File: config.mk
export PLATFORM = sky130hd
export DESIGN_NAME = spi_reg_ctrl_flat
export DESIGN_NICKNAME = d
export VERILOG_FILES = /design/src/rtl/spi_reg_ctrl_pkg.sv /design/src/rtl/spi_reg_ctrl_if.sv /design/src/rtl/spi_reg_ctrl_timeout_cnt.sv /design/src/rtl/spi_reg_ctrl.sv /design/src/flat_wrapper.sv
export SDC_FILE = /design/constraint.sdc
export NUM_CORES = 1
export LEC_CHECK = 0
export CORE_ASPECT_RATIO = 1.75
export CORE_MARGIN = 10
export CORE_UTILIZATION = 49
export DETAILED_ROUTE_END_ITERATION = 12
export PLACE_DENSITY_LB_ADDON = 0.25
export SYNTH_ARGS = -nofsm -noshare
export SYNTH_HDL_FRONTEND = slang
export SYNTH_SLANG_ARGS = --single-unit
File: constraint.sdc
create_clock -name iclk -period 2.3 [get_ports iclk]
set_clock_uncertainty 0.05 [all_clocks]
set_input_delay 0.23 -clock iclk [delete_from_list [all_inputs] [get_ports iclk]]
set_output_delay 0.23 -clock iclk [all_outputs]
set_load 0.05 [all_outputs]
File: src/rtl/spi_reg_ctrl_pkg.sv
// Shared constants and types for the register-access sequencer and its spi_drive user port.
package spi_reg_ctrl_pkg;

    localparam int FRAME_W = 9;
    localparam int ADDR_W  = 8;
    localparam int DATA_W  = 8;

    localparam logic RW_READ  = 1'b1;
    localparam logic RW_WRITE = 1'b0;

    typedef enum logic [2:0] {
        ST_IDLE,
        ST_HDR_REQ,
        ST_HDR_WAIT,
        ST_DAT_REQ,
        ST_DAT_WAIT
    } state_t;

    // Reads send an all-zero dummy data frame so the slave can shift out the register value.
    function automatic logic [FRAME_W-1:0] dat_frame(input logic rw, input logic [DATA_W-1:0] wdata);
        return (rw == RW_READ) ? '0 : FRAME_W'(wdata);
    endfunction

endpackage

File: src/rtl/spi_reg_ctrl_if.sv
// Request/response bus plus the spi_drive user port of the register sequencer.
interface spi_reg_ctrl_if;
    import spi_reg_ctrl_pkg::*;

    logic              req_valid;
    logic              req_rw;
    logic [ADDR_W-1:0] req_addr;
    logic [DATA_W-1:0] req_wdata;
    logic              req_ready;
    logic [DATA_W-1:0] rd_data;
    logic              rd_valid;
    logic              wr_done;
    logic              err;

    logic [FRAME_W-1:0] spi_data;
    logic               spi_valid;
    logic               spi_ready;
    logic [FRAME_W-1:0] spi_rdata;
    logic               spi_rvalid;

    modport master (
        output req_valid, req_rw, req_addr, req_wdata,
        input  req_ready, rd_data, rd_valid, wr_done, err,
        input  spi_data, spi_valid,
        output spi_ready, spi_rdata, spi_rvalid
    );

    modport slave (
        input  req_valid, req_rw, req_addr, req_wdata,
        output req_ready, rd_data, rd_valid, wr_done, err,
        output spi_data, spi_valid,
        input  spi_ready, spi_rdata, spi_rvalid
    );

endinterface

File: src/rtl/spi_reg_ctrl_timeout_cnt.sv
// Per-frame watchdog: down-counter reloaded on clear, expires when it reaches terminal count while enabled.
module spi_reg_ctrl_timeout_cnt #(
    parameter int P_TIMEOUT_CYC = 1000
) (
    input  logic iclk,
    input  logic irst,
    input  logic clr,
    input  logic en,
    output logic expire
);

    localparam int CNT_W = (P_TIMEOUT_CYC > 2) ? $clog2(P_TIMEOUT_CYC) : 1;
    localparam logic [CNT_W-1:0] LOAD = CNT_W'(P_TIMEOUT_CYC - 1);

    logic [CNT_W-1:0] remain;

    always_ff @(posedge iclk) begin
        if (irst || clr) begin
            remain <= LOAD;
        end else if (en && (remain != '0)) begin
            remain <= remain - 1'b1;
        end
    end

    // Terminal count corresponds to P_TIMEOUT_CYC-1 cycles elapsed in the current state.
    assign expire = en && (remain == '0);

endmodule

File: src/rtl/spi_reg_ctrl.sv
// Register-access sequencer: turns one read/write request into a header and a data frame for spi_drive.
// state       | meaning
// ST_IDLE     | ready for a request
// ST_HDR_REQ  | offering {rw,addr} frame to spi_drive
// ST_HDR_WAIT | header frame in flight, returned data discarded
// ST_DAT_REQ  | offering write data (or dummy zeros on read)
// ST_DAT_WAIT | data frame in flight, capture read byte on completion
module spi_reg_ctrl
    import spi_reg_ctrl_pkg::*;
#(
    parameter int P_TIMEOUT_CYC = 1000
) (
    input  logic           iclk,
    input  logic           irst,
    spi_reg_ctrl_if.slave  bus
);

    state_t            state;
    logic              lat_rw;
    logic [DATA_W-1:0] lat_wdata;
    logic              adv;
    logic              tmr_en;
    logic              tmr_clr;
    logic              tmr_exp;

    always_comb begin
        adv = 1'b0;
        case (state)
            ST_IDLE:                  adv = bus.req_valid & bus.req_ready;
            ST_HDR_REQ, ST_DAT_REQ:   adv = bus.spi_valid & bus.spi_ready;
            ST_HDR_WAIT, ST_DAT_WAIT: adv = bus.spi_rvalid;
            default:                  adv = 1'b0;
        endcase
    end

    assign tmr_en  = (state != ST_IDLE);
    assign tmr_clr = !tmr_en || adv;

    spi_reg_ctrl_timeout_cnt #(
        .P_TIMEOUT_CYC (P_TIMEOUT_CYC)
    ) u_tmo (
        .iclk   (iclk),
        .irst   (irst),
        .clr    (tmr_clr),
        .en     (tmr_en),
        .expire (tmr_exp)
    );

    always_ff @(posedge iclk) begin
        if (irst) begin
            state         <= ST_IDLE;
            lat_rw        <= RW_WRITE;
            lat_wdata     <= '0;
            bus.req_ready <= 1'b1;
            bus.rd_data   <= '0;
            bus.rd_valid  <= 1'b0;
            bus.wr_done   <= 1'b0;
            bus.err       <= 1'b0;
            bus.spi_data  <= '0;
            bus.spi_valid <= 1'b0;
        end else begin
            bus.rd_valid <= 1'b0;
            bus.wr_done  <= 1'b0;
            bus.err      <= 1'b0;

            // Abort wins over a coincident handshake so a stuck frame never half-completes.
            if (tmr_exp) begin
                state         <= ST_IDLE;
                bus.spi_valid <= 1'b0;
                bus.err       <= 1'b1;
                bus.req_ready <= 1'b1;
            end else if (adv) begin
                case (state)
                    ST_IDLE: begin
                        lat_rw        <= bus.req_rw;
                        lat_wdata     <= bus.req_wdata;
                        bus.req_ready <= 1'b0;
                        bus.spi_data  <= {bus.req_rw, bus.req_addr};
                        bus.spi_valid <= 1'b1;
                        state         <= ST_HDR_REQ;
                    end
                    ST_HDR_REQ: begin
                        bus.spi_valid <= 1'b0;
                        state         <= ST_HDR_WAIT;
                    end
                    ST_HDR_WAIT: begin
                        bus.spi_data  <= dat_frame(lat_rw, lat_wdata);
                        bus.spi_valid <= 1'b1;
                        state         <= ST_DAT_REQ;
                    end
                    ST_DAT_REQ: begin
                        bus.spi_valid <= 1'b0;
                        state         <= ST_DAT_WAIT;
                    end
                    ST_DAT_WAIT: begin
                        if (lat_rw == RW_READ) begin
                            bus.rd_data  <= bus.spi_rdata[DATA_W-1:0];
                            bus.rd_valid <= 1'b1;
                        end else begin
                            bus.wr_done  <= 1'b1;
                        end
                        bus.req_ready <= 1'b1;
                        state         <= ST_IDLE;
                    end
                    default: begin
                        bus.spi_valid <= 1'b0;
                        bus.req_ready <= 1'b1;
                        state         <= ST_IDLE;
                    end
                endcase
            end
        end
    end

endmodule

File: src/flat_wrapper.sv
// flat-port wrapper written by rule: the top's interface ports become plain ports
module spi_reg_ctrl_flat import spi_reg_ctrl_pkg::*;
#(
    parameter int P_TIMEOUT_CYC = 1000
)
  (iclk, irst, bus_req_valid, bus_req_rw, bus_req_addr, bus_req_wdata, bus_req_ready, bus_rd_data, bus_rd_valid, bus_wr_done, bus_err, bus_spi_data, bus_spi_valid, bus_spi_ready, bus_spi_rdata, bus_spi_rvalid);
  spi_reg_ctrl_if bus_i ();
  input  logic iclk;
  input  logic irst;
  input wire logic [$bits(bus_i.req_valid)-1:0] bus_req_valid;
  input wire logic [$bits(bus_i.req_rw)-1:0] bus_req_rw;
  input wire logic [$bits(bus_i.req_addr)-1:0] bus_req_addr;
  input wire logic [$bits(bus_i.req_wdata)-1:0] bus_req_wdata;
  output wire logic [$bits(bus_i.req_ready)-1:0] bus_req_ready;
  output wire logic [$bits(bus_i.rd_data)-1:0] bus_rd_data;
  output wire logic [$bits(bus_i.rd_valid)-1:0] bus_rd_valid;
  output wire logic [$bits(bus_i.wr_done)-1:0] bus_wr_done;
  output wire logic [$bits(bus_i.err)-1:0] bus_err;
  output wire logic [$bits(bus_i.spi_data)-1:0] bus_spi_data;
  output wire logic [$bits(bus_i.spi_valid)-1:0] bus_spi_valid;
  input wire logic [$bits(bus_i.spi_ready)-1:0] bus_spi_ready;
  input wire logic [$bits(bus_i.spi_rdata)-1:0] bus_spi_rdata;
  input wire logic [$bits(bus_i.spi_rvalid)-1:0] bus_spi_rvalid;
  assign bus_i.req_valid = bus_req_valid;
  assign bus_i.req_rw = bus_req_rw;
  assign bus_i.req_addr = bus_req_addr;
  assign bus_i.req_wdata = bus_req_wdata;
  assign bus_req_ready = bus_i.req_ready;
  assign bus_rd_data = bus_i.rd_data;
  assign bus_rd_valid = bus_i.rd_valid;
  assign bus_wr_done = bus_i.wr_done;
  assign bus_err = bus_i.err;
  assign bus_spi_data = bus_i.spi_data;
  assign bus_spi_valid = bus_i.spi_valid;
  assign bus_i.spi_ready = bus_spi_ready;
  assign bus_i.spi_rdata = bus_spi_rdata;
  assign bus_i.spi_rvalid = bus_spi_rvalid;
  spi_reg_ctrl #(.P_TIMEOUT_CYC(P_TIMEOUT_CYC)) u_core (.iclk(iclk), .irst(irst), .bus(bus_i));
endmodule
## Word level (Yosys, flattened, before mapping)

Cells that the tools add are included.
Widths: inputs -> output; s select.

| word-level totals | value |
|---|---|
| register bits after elaboration | 44 |
| input bits | 31 |
| output and inout bits | 22 |
| word-level logic and storage cells | 52 |

| cells by class | value |
|---|---|
| $add $sub $neg | 1 |
| equal/unequal tests | 4 |
| multiplexer cells | 9 |
| bitwise gates (word level) | 6 |
| reduce and logical (&&, ||, !) cells | 21 |

Operators by type and width:

| kind | count |
|---|---|
| $pmux 9 s2 | 1 |
| $pmux 3 s4 | 1 |
| $logic_not 10->1 | 1 |
| $reduce_bool 10->1 | 1 |
| $sub 10x1->10 const B | 1 |
| $mux 8 | 1 |
| $reduce_or 2->1 | 4 |
| $eq 3x2->1 const B | 2 |
| $reduce_and 3->1 | 2 |
| $not 1->1 | 4 |
| $pmux 1 s2 | 2 |
| $reduce_and 2->1 | 2 |
| $reduce_and 4->1 | 1 |
| $reduce_or 4->1 | 1 |
| $eq 3x1->1 const B | 1 |
| $eq 3x3->1 const B | 1 |
| $logic_not 3->1 | 1 |
| $mux 1 | 3 |
| $pmux 1 s3 | 1 |
| $reduce_bool 3->1 | 1 |
| $reduce_or 3->1 | 1 |
| $and 1x1->1 | 2 |
| $logic_and 1x1->1 | 2 |
| $logic_or 1x1->1 | 2 |
| 2 further kinds | 2 |

## Logic depth before layout (Yosys ltp)

Gate-level depths: netlist of run 1.

| depth | value |
|---|---|
| depth after elaboration | 5 |
| gate-level depth with buffers | 9 |
| depth with buffers taken out | 6 |

## By module

Synthesis of run 1 repeated with hierarchy kept, for this count alone.

| second synthesis, totals | value |
|---|---|
| cells, all modules | 220 |
| area, all modules | 2099.5 µm² |

Modules (own cells, without submodules):

| module | instances | cells an instance | area an instance (µm²) | sequential area each (µm²) |
|---|---|---|---|---|
| spi_reg_ctrl | 1 | 163 | 1564.0 | 680.7 |
| spi_reg_ctrl_timeout_cnt | 1 | 57 | 535.5 | 200.2 |

## Worst setup path before layout of run 1

Ideal clock, no wire load.

| timing | value |
|---|---|
| path type | register to register |
| start point | register u_core.u_tmo.remain[0] |
| end point | register u_core.bus.rd_data[0] |
| setup time | 70 ps |
| arrival time | 1736 ps |
| data required time | 2180 ps |
| slack | 444 ps |
| stages on the path, launching flop included | 9 |
| buffers on the path | 2 |
| period minus slack after synthesis | 1856 ps |
| cells stage by stage | dfxtp_1 > inv_1 > ha_1 > nor2b_1 > clkbuf_2 > and3_1 > buf_6 > or3b_2 > a21oi_2 |

| between the ends | value |
|---|---|
| cells in the longest elaborated chain, start to end | 4 |

Ends and longest elaborated chain:

| element | line | text |
|---|---|---|
| from (decl) | spi_reg_ctrl_timeout_cnt.sv:15 | `logic [CNT_W-1:0] remain;` |
| from (signal assigned) | spi_reg_ctrl_timeout_cnt.sv:21 | `remain <= remain - 1'b1;` |
| $logic_not 10->1 | spi_reg_ctrl_timeout_cnt.sv:26 | `assign expire = en && (remain == '0);` |
| $logic_and 1x1->1 | spi_reg_ctrl_timeout_cnt.sv:26 |  |
| $not 1->1 (no source line) | n/a |  |
| $reduce_and 4->1 (no source line) | n/a |  |
| to (signal assigned) | spi_reg_ctrl.sv:97 | `bus.rd_data <= bus.spi_rdata[DATA_W-1:0];` |
| to (decl) | spi_reg_ctrl_if.sv:30 | `output req_ready, rd_data, rd_valid, wr_done, err,` |

Every way passes these cells.
A chain may end at the register's enable or synchronous reset.

## Final worst setup path of run 1

| timing | value |
|---|---|
| start point | register u_core.u_tmo.remain[0] |
| end point | register u_core.bus.spi_data[7] |

| between the ends | value |
|---|---|
| cells in the longest elaborated chain, start to end | 4 |

Ends and longest elaborated chain:

| element | line | text |
|---|---|---|
| $logic_not 10->1 | spi_reg_ctrl_timeout_cnt.sv:26 |  |
| $logic_and 1x1->1 | spi_reg_ctrl_timeout_cnt.sv:26 |  |
| $not 1->1 (no source line) | n/a |  |
| $reduce_and 3->1 (no source line) | n/a |  |
| to (signal assigned) | spi_reg_ctrl.sv:78 | `bus.spi_data <= {bus.req_rw, bus.req_addr};` |
| to (signal assigned) | spi_reg_ctrl.sv:87 | `bus.spi_data <= dat_frame(lat_rw, lat_wdata);` |
| to (decl) | spi_reg_ctrl_if.sv:31 | `output spi_data, spi_valid,` |

Every way passes these cells.

==> implementation parameters, run 1 <==
Parameter                              Value

Status
  Status ... finished clean

Routing
  Detailed-route vias per instance ... 5.50
  Wire length per cell after detailed routing ... 15.6 um
  Violation count after the first detailed-route iteration ... 93
  ANT nets after route ... 0
  Detailed Route WL ... 4980 um
  Remaining design rule violation count ... 0
  Vias post-DR ... 1755
  Number of search-and-repair iterations in the first detailed-routing pass ... 4

Die
  Total Die Area ... 0.00768 mm^2
  Die X-Extent ... 70.7 um
  Placement row count ... 32
  Vert. Die Dim ... 109 um
  Number of primary I/O pins ... 53
  Core Box Area ... 0.00436 mm^2
  Initial core utilization ... 50.5%

Synth
  Cell type contributing the most total cell area after synthesis ... dfxtp_1
  Proportion of synthesized chip area in sequential cells ... 40.0%
  Number of flops mapped to enable cells by yosys ... 0
  Mean area per synthesized cell ... 10.2 um^2
  Leading cell types by total area after synthesis ... dfxtp_1 (40%), mux2i_1 (8.2%), a311oi_2 (5.5%)
  Async set-or-reset flop fraction in the synthesized netlist ... 0%
  Synthesized flop and latch total ... 44
  Main synth FF type ... dfxtp_1
  Syn Nets ... 250
  Synth Warn # ... 0
  Number of distinct standard cells referenced by the synthesized netlist ... 56
  Gate count of the mapped netlist ... 217
  Portion of synthesized cell area occupied by the leading cell type ... 40.0%
  Post-synthesis instance area ... 0.00220 mm^2

CTS
  Total setup buffers inserted after CTS ... 0
  H-tree Lvls ... 2
  Clock-pin slew of the registers on the worst-case setup and hold paths ... 80 ps
  Clock Tree Buf Depth ... 2
  Number of clock sinks ... 44
  Buffer type at the clock tree root ... clkbuf_8
  CTS Hold Bufs ... 0
  CTS Buf Count ... 5
  Cells resized by post-CTS repair ... 0
  Insertion delay of the later-clocked pin in the worst-skew pair ... 290 ps
  Clock tree from TritonCTS ... yes

Timing
  Tightest hold margin ... 443 ps
  Fin crit period ... 2040 ps
  Worst Slack Setup Final ... 262 ps
  Fmax ... 491 MHz
  Number of failing hold endpoints at the final stage ... 0
  Slew of the pin with the lowest slew margin ... 575 ps
  Setup violators final ... 0
  Total Negative Setup Slacks ... 0 ps
  RSZ-0062 raised after global routing ... no
  Ratio of final minimum period to clock period ... 88.6%
  Worst slew margin relative to its limit ... 61.6%
  Number of max-slew violations in the final report ... 0

Pwr
  Cell-internal power ... 1.20 mW
  Share of total power consumed by net switching ... 28.5%
  Portion of total power attributed to combinational logic ... 20.9%
  Switching pwr ... 480 uW
  Leak ... 1.01 nW
  Sequential share of power ... 49.3%
  Share of power burned in the clock network ... 29.8%
  Max VDD drop ... 479 uV
  Pwr per Cell Area ... 599 mW/mm^2

Placed design
  GP Congestion ... 0.773
  Dpl ws ... 296 ps
  Quantity of I/O buffers inserted on ports ... 51
  Detailed placement HPWL ... 3770 um

Worst setup path
  CP peak stage delay ... 490 ps
  Crit path DAT ... 2150 ps
  Gate family responsible for the most delay along the worst path ... simple AND/OR/NAND/NOR gates
  Endpoint required time on the critical path ... 2410 ps
  Worst Setup End Kind ... register
  Crit path max fanout ... 17
  WP buf/inv ... 1
  Slowest library cell on the worst path ... nor2b_1
  CP cell instances ... inv_1, ha_1, nor2b_1, nand4_4, a21oi_1, a311oi_2
  Category of the critical setup timing path ... register to register
  Kind of start point of the critical path ... register

Final layout
  Most used cells in the layout excluding fill and tap cells ... clkdlybuf4s50_1 (51), dfxtp_1 (44), mux2i_1 (18), nor2_1 (14), a21oi_1 (14)
  Signed area change from the synthesized netlist to the final layout ... 27.5%
  Most common cell after layout, fill and taps aside ... clkdlybuf4s50_1
  Nets ... 300
  Ratio of cells with drive above 1 in the final layout ... 20.5%
  Diode insertion count for antenna repair ... 0
  Filler Cell Count ... 362

Global route
  Pin count of the biggest net entering global routing ... 27
  Via count of the first global-routing pass ... 1812
  Overall global routing resource usage ... 13.2%
  First-pass GRT wire length ... 8470 um
  Total grt overflow ... 0
  Number of antenna violations at the first check in global routing ... 0

Worst hold path
  Class of the tightest hold or removal check ... register to register

Job
  Count of maximum capacitance violations ... 0
-- state kept, by name (all words and copies together) (netlist names), 3 cells and up --
name and cells:
u_core.state 3, u_core.u_tmo.remain 10, u_core.bus.rd_data 8, u_core.bus.spi_data 9
u_core.lat_wdata 8
-- area by class of cell --
cell class	count	area (um^2)	area share (%)
Multi-Input combinational cell	154	1190	42.5
Sequential cell	44	881	31.3
Timing Repair Buffer	59	571	20.3
Clock buffer	8	90.1	3.21
Tap cell	51	63.8	2.27
Inverter	3	11.3	0.401
-- per-stage QoR --
stage	utilization, %	cells	power (mW)	instance area (um^2)
finish	64.4	319	1.68	2810
floorplan	-	217	1.08	2200
CTS	64.4	319	1.69	2810
detailed placement	62.3	311	1.20	2720
global route	64.4	319	1.76	2810
global placement	62.3	311	1.20	2720
-- power by group through the flow --
stage	clock (mW)	sequential [mW]	combinational, mW
6_report	0.502	0.830	0.352
5_1_grt	0.541	0.836	0.381
4_1_cts	0.509	0.830	0.356
3_5_place_dp	0	0.848	0.355
3_3_place_gp	0	0.847	0.349
2_1_floorplan	0	0.908	0.171
-- cell usage after synthesis (all sizes together) (4+ instances only) --
library cell and n:
a21oi 21, a311oi 8, nor2 16, buf 11, or3 6, mux2i 18
or3b 8, nand3 6, nor2b 9, o21ai 12, nor3 7, or4 4
dfxtp 44, nand2 9, clkbuf 5
-- worst reg2reg max path, delay by kind of cell (launching register included) --
family	cells	cell delay [ps]
and+or+nand+nor	2	880
AOI/OAI and AO/OA	2	390
DFF	1	330
adders and majority gates	1	170
buffers and inverters	1	100
-- worst paths after layout --
check	cells past startpoint	slack, ps	startpoint	endpoint
setup / recovery	6	260	u_core.u_tmo.remain[0]	u_core.bus.spi_data[7]
hold / removal	2	440	u_core.lat_wdata[1]	u_core.lat_wdata[1]
setup reg to reg	6	260	u_core.u_tmo.remain[0]	u_core.bus.spi_data[7]
hold reg to reg	2	440	u_core.lat_wdata[1]	u_core.lat_wdata[1]
-- kinds of logic (layout without fill, tap and decap cells) --
family          after synthesis  after routing  synth area share (%)
buf+inv                      19             70                  5.85
compound gates               54             54                  19.7
mux                          18             18                  8.18
flops                        44             44                  40.0
fa+ha+maj                     2              2                  1.14
xor+xnor                      2              2                 0.795
simple gates                 78             78                  24.4
-- metal layers --
| metal | routed length, um | vias up | track usage [%] |
|---|---|---|---|
| met4 | 54 | 0 | 4.17 |
| met3 | 324 | 5 | 4.82 |
| met2 | 2750 | 39 | 24.4 |
| met5 | 0 | - | 0 |
| li1 | - | 893 | - |
| met1 | 1860 | 818 | 13.2 |
Note: power is estimated with default switching activity, not from simulation.
==> inputs of run 2 (changes only) <==
- CAP_MARGIN: default -> 20
- SLEW_MARGIN: default -> 5
==> results of run 2 <==
The final DEF is identical to that of run 1; final timing and power are the same.
